$ cat config.mk
export PLATFORM = sky130hd
export DESIGN_NAME = uart_tx_buf_flat
export DESIGN_NICKNAME = d
export VERILOG_FILES = /design/src/rtl/uart_tx_buf_if.sv /design/src/rtl/uart_tx_buf.sv /design/src/flat_wrapper.sv
export SDC_FILE = /design/constraint.sdc
export NUM_CORES = 1
export LEC_CHECK = 0
export ABC_AREA = 1
export CAP_MARGIN = 20
export CELL_PAD_IN_SITES_DETAIL_PLACEMENT = 1
export CELL_PAD_IN_SITES_GLOBAL_PLACEMENT = 1
export CORE_AREA = 8 8 111 72
export DETAILED_ROUTE_END_ITERATION = 16
export DIE_AREA = 0 0 119 80
export PLACE_DENSITY_LB_ADDON = 0.12
export SETUP_SLACK_MARGIN = 0.05
export SLEW_MARGIN = 40
export SYNTH_ARGS = -nofsm -noshare
export SYNTH_HDL_FRONTEND = slang
export SYNTH_SLANG_ARGS = --single-unit
$ cat constraint.sdc
create_clock -name clk -period 3.11 [get_ports clk]
set_input_delay 0.622 -clock clk [delete_from_list [all_inputs] [get_ports clk]]
set_output_delay 0.622 -clock clk [all_outputs]
set_load 0.005 [all_outputs]
$ cat src/rtl/uart_tx_buf_if.sv
// uart_tx_buf_if: write-strobe and status bundle between the division
// controller (master) and the buffered UART transmitter (slave).
interface uart_tx_buf_if;
   logic       tx_ready;
   logic [7:0] tx_data;
   logic       busy;
   logic       full;
   logic       overflow;

   modport master (
      output tx_ready,
      output tx_data,
      input  busy,
      input  full,
      input  overflow
   );

   modport slave (
      input  tx_ready,
      input  tx_data,
      output busy,
      output full,
      output overflow
   );
endinterface : uart_tx_buf_if

$ cat src/rtl/uart_tx_buf.sv
// uart_tx_buf: byte FIFO feeding an 8N1 serialiser, LSB first, idle-high TX.
// Optional macro UART_TX_PARITY_EN inserts an even-parity bit (8E1 frames).
// The next frame is popped on the last stop-bit cycle, so queued bytes go
// out back to back with no idle gap.
module uart_tx_buf #(
   parameter int unsigned CLK_FREQ   = 50_000_000,
   parameter int unsigned BAUD       = 9600,
   parameter int unsigned FIFO_DEPTH = 4
) (
   input  logic         clk,
   input  logic         rst,
   uart_tx_buf_if.slave bus,
   output logic         txd
);
   localparam int unsigned BAUD_CNT = CLK_FREQ / BAUD;
   localparam int unsigned BCW      = (BAUD_CNT > 1) ? $clog2(BAUD_CNT) : 1;
   localparam int unsigned AW       = $clog2(FIFO_DEPTH);

   localparam logic [BCW-1:0] BAUD_LAST = BCW'(BAUD_CNT - 1);
   localparam logic [AW:0]    DEPTH_C   = FIFO_DEPTH[AW:0];

   localparam logic [2:0] S_IDLE   = 3'd0;
   localparam logic [2:0] S_START  = 3'd1;
   localparam logic [2:0] S_DATA   = 3'd2;
   localparam logic [2:0] S_STOP   = 3'd3;
`ifdef UART_TX_PARITY_EN
   localparam logic [2:0] S_PARITY = 3'd4;
`endif

   logic [7:0]     mem_q [FIFO_DEPTH];
   logic [AW-1:0]  wr_ptr_q, wr_ptr_d;
   logic [AW-1:0]  rd_ptr_q, rd_ptr_d;
   logic [AW:0]    count_q, count_d;
   logic [2:0]     state_q, state_d;
   logic [BCW-1:0] baud_q, baud_d;
   logic [2:0]     bit_q, bit_d;
   logic [7:0]     shift_q, shift_d;
   logic           full_q, full_d;
   logic           overflow_q, overflow_d;
`ifdef UART_TX_PARITY_EN
   logic           parity_q;
`endif

   logic baud_last;
   logic fifo_nonempty;
   logic pop;
   logic push_ok;

   assign baud_last     = (baud_q == BAUD_LAST);
   assign fifo_nonempty = (count_q != '0);
   // Pop from IDLE, or on the final stop-bit cycle to chain the next frame.
   assign pop     = fifo_nonempty &&
                    ((state_q == S_IDLE) || ((state_q == S_STOP) && baud_last));
   // A full FIFO still accepts a write when a pop frees a slot this cycle.
   assign push_ok = bus.tx_ready && ((count_q != DEPTH_C) || pop);

   // FIFO pointer, occupancy and sticky overflow next-state.
   always_comb begin
      wr_ptr_d   = push_ok ? wr_ptr_q + 1'b1 : wr_ptr_q;
      rd_ptr_d   = pop ? rd_ptr_q + 1'b1 : rd_ptr_q;
      count_d    = count_q;
      case ({push_ok, pop})
         2'b10:   count_d = count_q + 1'b1;
         2'b01:   count_d = count_q - 1'b1;
         default: count_d = count_q;
      endcase
      full_d     = (count_d == DEPTH_C);
      overflow_d = overflow_q | (bus.tx_ready & ~push_ok);
   end

   // Frame sequencer: baud counter clears on every state change.
   always_comb begin
      state_d = state_q;
      baud_d  = baud_q + 1'b1;
      bit_d   = bit_q;
      shift_d = shift_q;
      case (state_q)
         S_IDLE: begin
            baud_d = '0;
            if (pop) begin
               shift_d = mem_q[rd_ptr_q];
               bit_d   = '0;
               state_d = S_START;
            end
         end
         S_START: begin
            if (baud_last) begin
               baud_d  = '0;
               state_d = S_DATA;
            end
         end
         S_DATA: begin
            if (baud_last) begin
               baud_d  = '0;
               shift_d = {1'b0, shift_q[7:1]};
               bit_d   = bit_q + 1'b1;
               if (bit_q == 3'd7) begin
`ifdef UART_TX_PARITY_EN
                  state_d = S_PARITY;
`else
                  state_d = S_STOP;
`endif
               end
            end
         end
`ifdef UART_TX_PARITY_EN
         S_PARITY: begin
            if (baud_last) begin
               baud_d  = '0;
               state_d = S_STOP;
            end
         end
`endif
         S_STOP: begin
            if (baud_last) begin
               baud_d = '0;
               if (pop) begin
                  shift_d = mem_q[rd_ptr_q];
                  bit_d   = '0;
                  state_d = S_START;
               end else begin
                  state_d = S_IDLE;
               end
            end
         end
         default: begin
            baud_d  = '0;
            state_d = S_IDLE;
         end
      endcase
   end

   // Line driver decoded from the registered state.
   always_comb begin
      case (state_q)
         S_START:  txd = 1'b0;
         S_DATA:   txd = shift_q[0];
`ifdef UART_TX_PARITY_EN
         S_PARITY: txd = parity_q;
`endif
         default:  txd = 1'b1;
      endcase
   end

   // FIFO storage: contents need no reset, only the pointers do.
   always_ff @(posedge clk) begin
      if (push_ok) mem_q[wr_ptr_q] <= bus.tx_data;
   end

`ifdef UART_TX_PARITY_EN
   // Even parity of the popped byte, kept while the shifter drains it.
   always_ff @(posedge clk or negedge rst) begin
      if (!rst)     parity_q <= 1'b0;
      else if (pop) parity_q <= ^mem_q[rd_ptr_q];
   end
`endif

   // State registers; reset abandons any frame in flight.
   always_ff @(posedge clk or negedge rst) begin
      if (!rst) begin
         wr_ptr_q   <= '0;
         rd_ptr_q   <= '0;
         count_q    <= '0;
         state_q    <= S_IDLE;
         baud_q     <= '0;
         bit_q      <= '0;
         shift_q    <= '0;
         full_q     <= 1'b0;
         overflow_q <= 1'b0;
      end else begin
         wr_ptr_q   <= wr_ptr_d;
         rd_ptr_q   <= rd_ptr_d;
         count_q    <= count_d;
         state_q    <= state_d;
         baud_q     <= baud_d;
         bit_q      <= bit_d;
         shift_q    <= shift_d;
         full_q     <= full_d;
         overflow_q <= overflow_d;
      end
   end

   assign bus.busy     = (state_q != S_IDLE) || fifo_nonempty;
   assign bus.full     = full_q;
   assign bus.overflow = overflow_q;

endmodule : uart_tx_buf

$ cat src/flat_wrapper.sv
// flat-port wrapper written by rule: the top's interface ports become plain ports
module uart_tx_buf_flat 
#(
   parameter int unsigned CLK_FREQ   = 50_000_000,
   parameter int unsigned BAUD       = 9600,
   parameter int unsigned FIFO_DEPTH = 4
)
  (clk, rst, txd, bus_tx_ready, bus_tx_data, bus_busy, bus_full, bus_overflow);
  uart_tx_buf_if bus_i ();
  input  logic clk;
  input  logic rst;
  output logic txd;
  input wire logic [$bits(bus_i.tx_ready)-1:0] bus_tx_ready;
  input wire logic [$bits(bus_i.tx_data)-1:0] bus_tx_data;
  output wire logic [$bits(bus_i.busy)-1:0] bus_busy;
  output wire logic [$bits(bus_i.full)-1:0] bus_full;
  output wire logic [$bits(bus_i.overflow)-1:0] bus_overflow;
  assign bus_i.tx_ready = bus_tx_ready;
  assign bus_i.tx_data = bus_tx_data;
  assign bus_busy = bus_i.busy;
  assign bus_full = bus_i.full;
  assign bus_overflow = bus_i.overflow;
  uart_tx_buf #(.CLK_FREQ(CLK_FREQ), .BAUD(BAUD), .FIFO_DEPTH(FIFO_DEPTH)) u_core (.clk(clk), .rst(rst), .bus(bus_i), .txd(txd));
endmodule
==> impl_metrics.yaml <==
sta:
  setup_tns_ps: 0
  min_period_over_period_pct: 81.8
  setup_viol: 0
  relSlewSlack_pct: 52.1
  fin_crit_ps: 2540
  hold_viol: 0
  timing.final.max_slew_violations: 0
  timing.fmax_mhz: 393
  skew_ps: 9.95
  rsz0062_at_grt: "no"
  worst-slew-pin-transition_ps: 716
global_route:
  gr-total-overflow: 0
  grt_util_all_layers_pct: 16.4
  grt_pass1_wl_microns: 12000
  grt_pass1_vias: 2285
  grt_antenna_before_repair: 0
  grt_max_degree: 36
synthesis:
  synthCells: 310
  synth_top_family_by_area: "simple AND/OR/NAND/NOR gates"
  synth_xor_area_share_pct: 1.67
  synth-async-reset-ratio_pct: 52.2
  synthAdderAreaFrac_pct: 5.01
  synthSimpleGateAreaFrac_pct: 18.0
  syn_nets: 333
  synth.area.mux_share_pct: 0
  synth-seq-cells: 67
  ys_types: 36
  ys_seq_area_share_pct: 58.4
  ys.flop_type: "dfrtp_1"
  syn_area_sq_um: 3140
  yosysWarningCount: 0
  synth_compound_area_share_pct: 11.1
  avgSynthCellArea_sq_um: 10.1
  synth-edff-count: 32
hold_path:
  hp-class: "reg2reg"
  hold_start: "u_core.shift_q[6]"
floorplan:
  fp.dieH_microns: 80
  dieArea_sq_um: 9520
  start_util_pct: 49.0
  rows: 23
  die_w_microns: 119
  core_sq_um: 6420
  num_io_pins: 15
clock_network:
  cts_buffers: 9
  clkSlewWorstSetupHoldPaths_ps: 70
  clkLatencyLatePin_ps: 350
  cts_hold_buf: 0
  clk_path_buf_depth: 2
  htreeDepth: 3
  ctsResizeCount: 0
  cts_post_setup_buffers_inserted: 0
  cts.sinks: 67
  cts_tree: "built"
  root_buffer: "clkbuf_8"
final_layout:
  fin_cells: 423
  drive_above_1_share_pct: 9.52
  fin_util_pct: 55.9
  diodes: 0
  layout.nets: 354
  area_growth_pct: 14.1
worst_setup_path:
  cp.arrival_ps: 2520
  cp-startpoint: "u_core.baud_q[0]"
  critPathKind: "reg2reg"
  path_max_fanout: 11
  cp_data_required_time_ps: 3090
  cp-start-kind: "flip-flop"
  r2r-start: "u_core.baud_q[0]"
  end_kind: "flip-flop"
placement:
  hpwl_microns: 5330
  placed_cells: 407
  routabilityCongestion: 0.841
  numPortBuffers: 14
route:
  first_iter_violations: 191
  wl_per_cell_microns: 17.2
  drc: 0
  vias: 2253
  ant_nets: 0
  wl_microns: 7260
  vias_per_cell: 5.33
  firstDrtPassIters: 4
power:
  leakagePower_nw: 1.52
  max-vdd-ir-drop_mv: 0.368
  cellPowerDensity_nw_per_um2: 631
status:
  status: "complete, no violations"
job:
  drv_cap: 0
power breakdown:
part	switching [W]	internal [W]	leakage [nW]
registers	0.0000602	0.00106	0.726
clock network	0.000324	0.000445	0.101
logic	0.000231	0.000140	0.697
registers in the layout, summed over array words and instances (netlist names):
name                 cells
u_core.state_q           2
u_core.bus.full          1
u_core.rd_ptr_q          2
u_core.mem_q            32
u_core.wr_ptr_q          2
u_core.count_q           3
u_core.shift_q           8
u_core.baud_q           13
u_core.bit_q             3
u_core.bus.overflow      1
layout by cell type (no fill, tap or decap), drive strengths merged, types with 10 or more instances in the layout:
| cell | count |
|---|---|
| ha | 11 |
| nor2 | 30 |
| nand2 | 71 |
| nand3 | 14 |
| a21oi | 14 |
| dfrtp | 35 |
| clkbuf | 10 |
| o21ai | 17 |
| edfxtp | 32 |
| clkdlybuf4s50 | 14 |
| inv | 34 |
routing by layer:
metal / share of wire (%) / up-vias / GRT usage, %
li1: - / 1083 / -
met1: 50 / 1111 / 23.4
met2: 43 / 50 / 21.9
met3: 5.6 / 9 / 6.43
met4: 1.5 / 0 / 4.89
met5: 0 / - / 0
layout make-up:
cell class	instances	area, sq um
repair buffers	19	178
multi-input cells	199	1130
fillers	737	2830
inverters	35	131
clock buffers	10	128
clock inverters	6	80.1
well taps	87	109
flip-flops and latches	67	1840
synth_stat cells (all sizes together) (2+ instances only):
library cell  instances  area [sq um]
nor3                  5          30.0
o21bai                2          15.0
nand4                 5          31.3
a22o                  2          17.5
nor2                 30           118
inv                  34           128
o21a                  8          60.1
dfrtp                35           876
clkbuf                3          11.3
a21oi                14          70.1
a32o                  7          70.1
buf                   6          38.8
xor2                  6          52.6
nand2                71           289
nand3                14          82.6
edfxtp               32           961
ha                   11           138
o21ai                17          88.8
critical path, cell delays in order, from the launching register on:
cell and delay [ps]:
dfrtp_1 430, ha_1 190, nand2_1 100, nor2_1 120, nand3_1 90, nand2_2 230
nand3_4 170, nand2_1 140, nand2_2 110, nor2_1 570
path summary, 6_finish.rpt:
kind,end,slack [ps],cells after the start
min in group asynchronous,u_core.count_q[1],690,2
setup / recovery,u_core.mem_q[3][6],570,9
max in group asynchronous,u_core.shift_q[1],2090,2
hold / removal,u_core.shift_q[6],490,2
hold reg to reg,u_core.shift_q[6],490,2
setup reg to reg,u_core.mem_q[3][6],570,9
cell families after synthesis:
kind of cell,after synthesis
compound gates,54
xor+xnor,6
fa+ha+maj,12
buf+inv,44
flops,67
simple gates,127
metrics by stage:
stage / hold slack [ps] / total power (W) / worst slack (ps) / cell area [sq um]
2_1_floorplan: 326 / 0.00135 / 1140 / 3140
3_3_place_gp: 468 / 0.00148 / 711 / 3380
3_5_place_dp: 470 / 0.00151 / 535 / 3380
4_1_cts: 486 / 0.00229 / 502 / 3590
5_1_grt: 513 / 0.00238 / 277 / 3590
6_report: 488 / 0.00226 / 567 / 3590
Note: power is estimated with default switching activity, not from simulation.
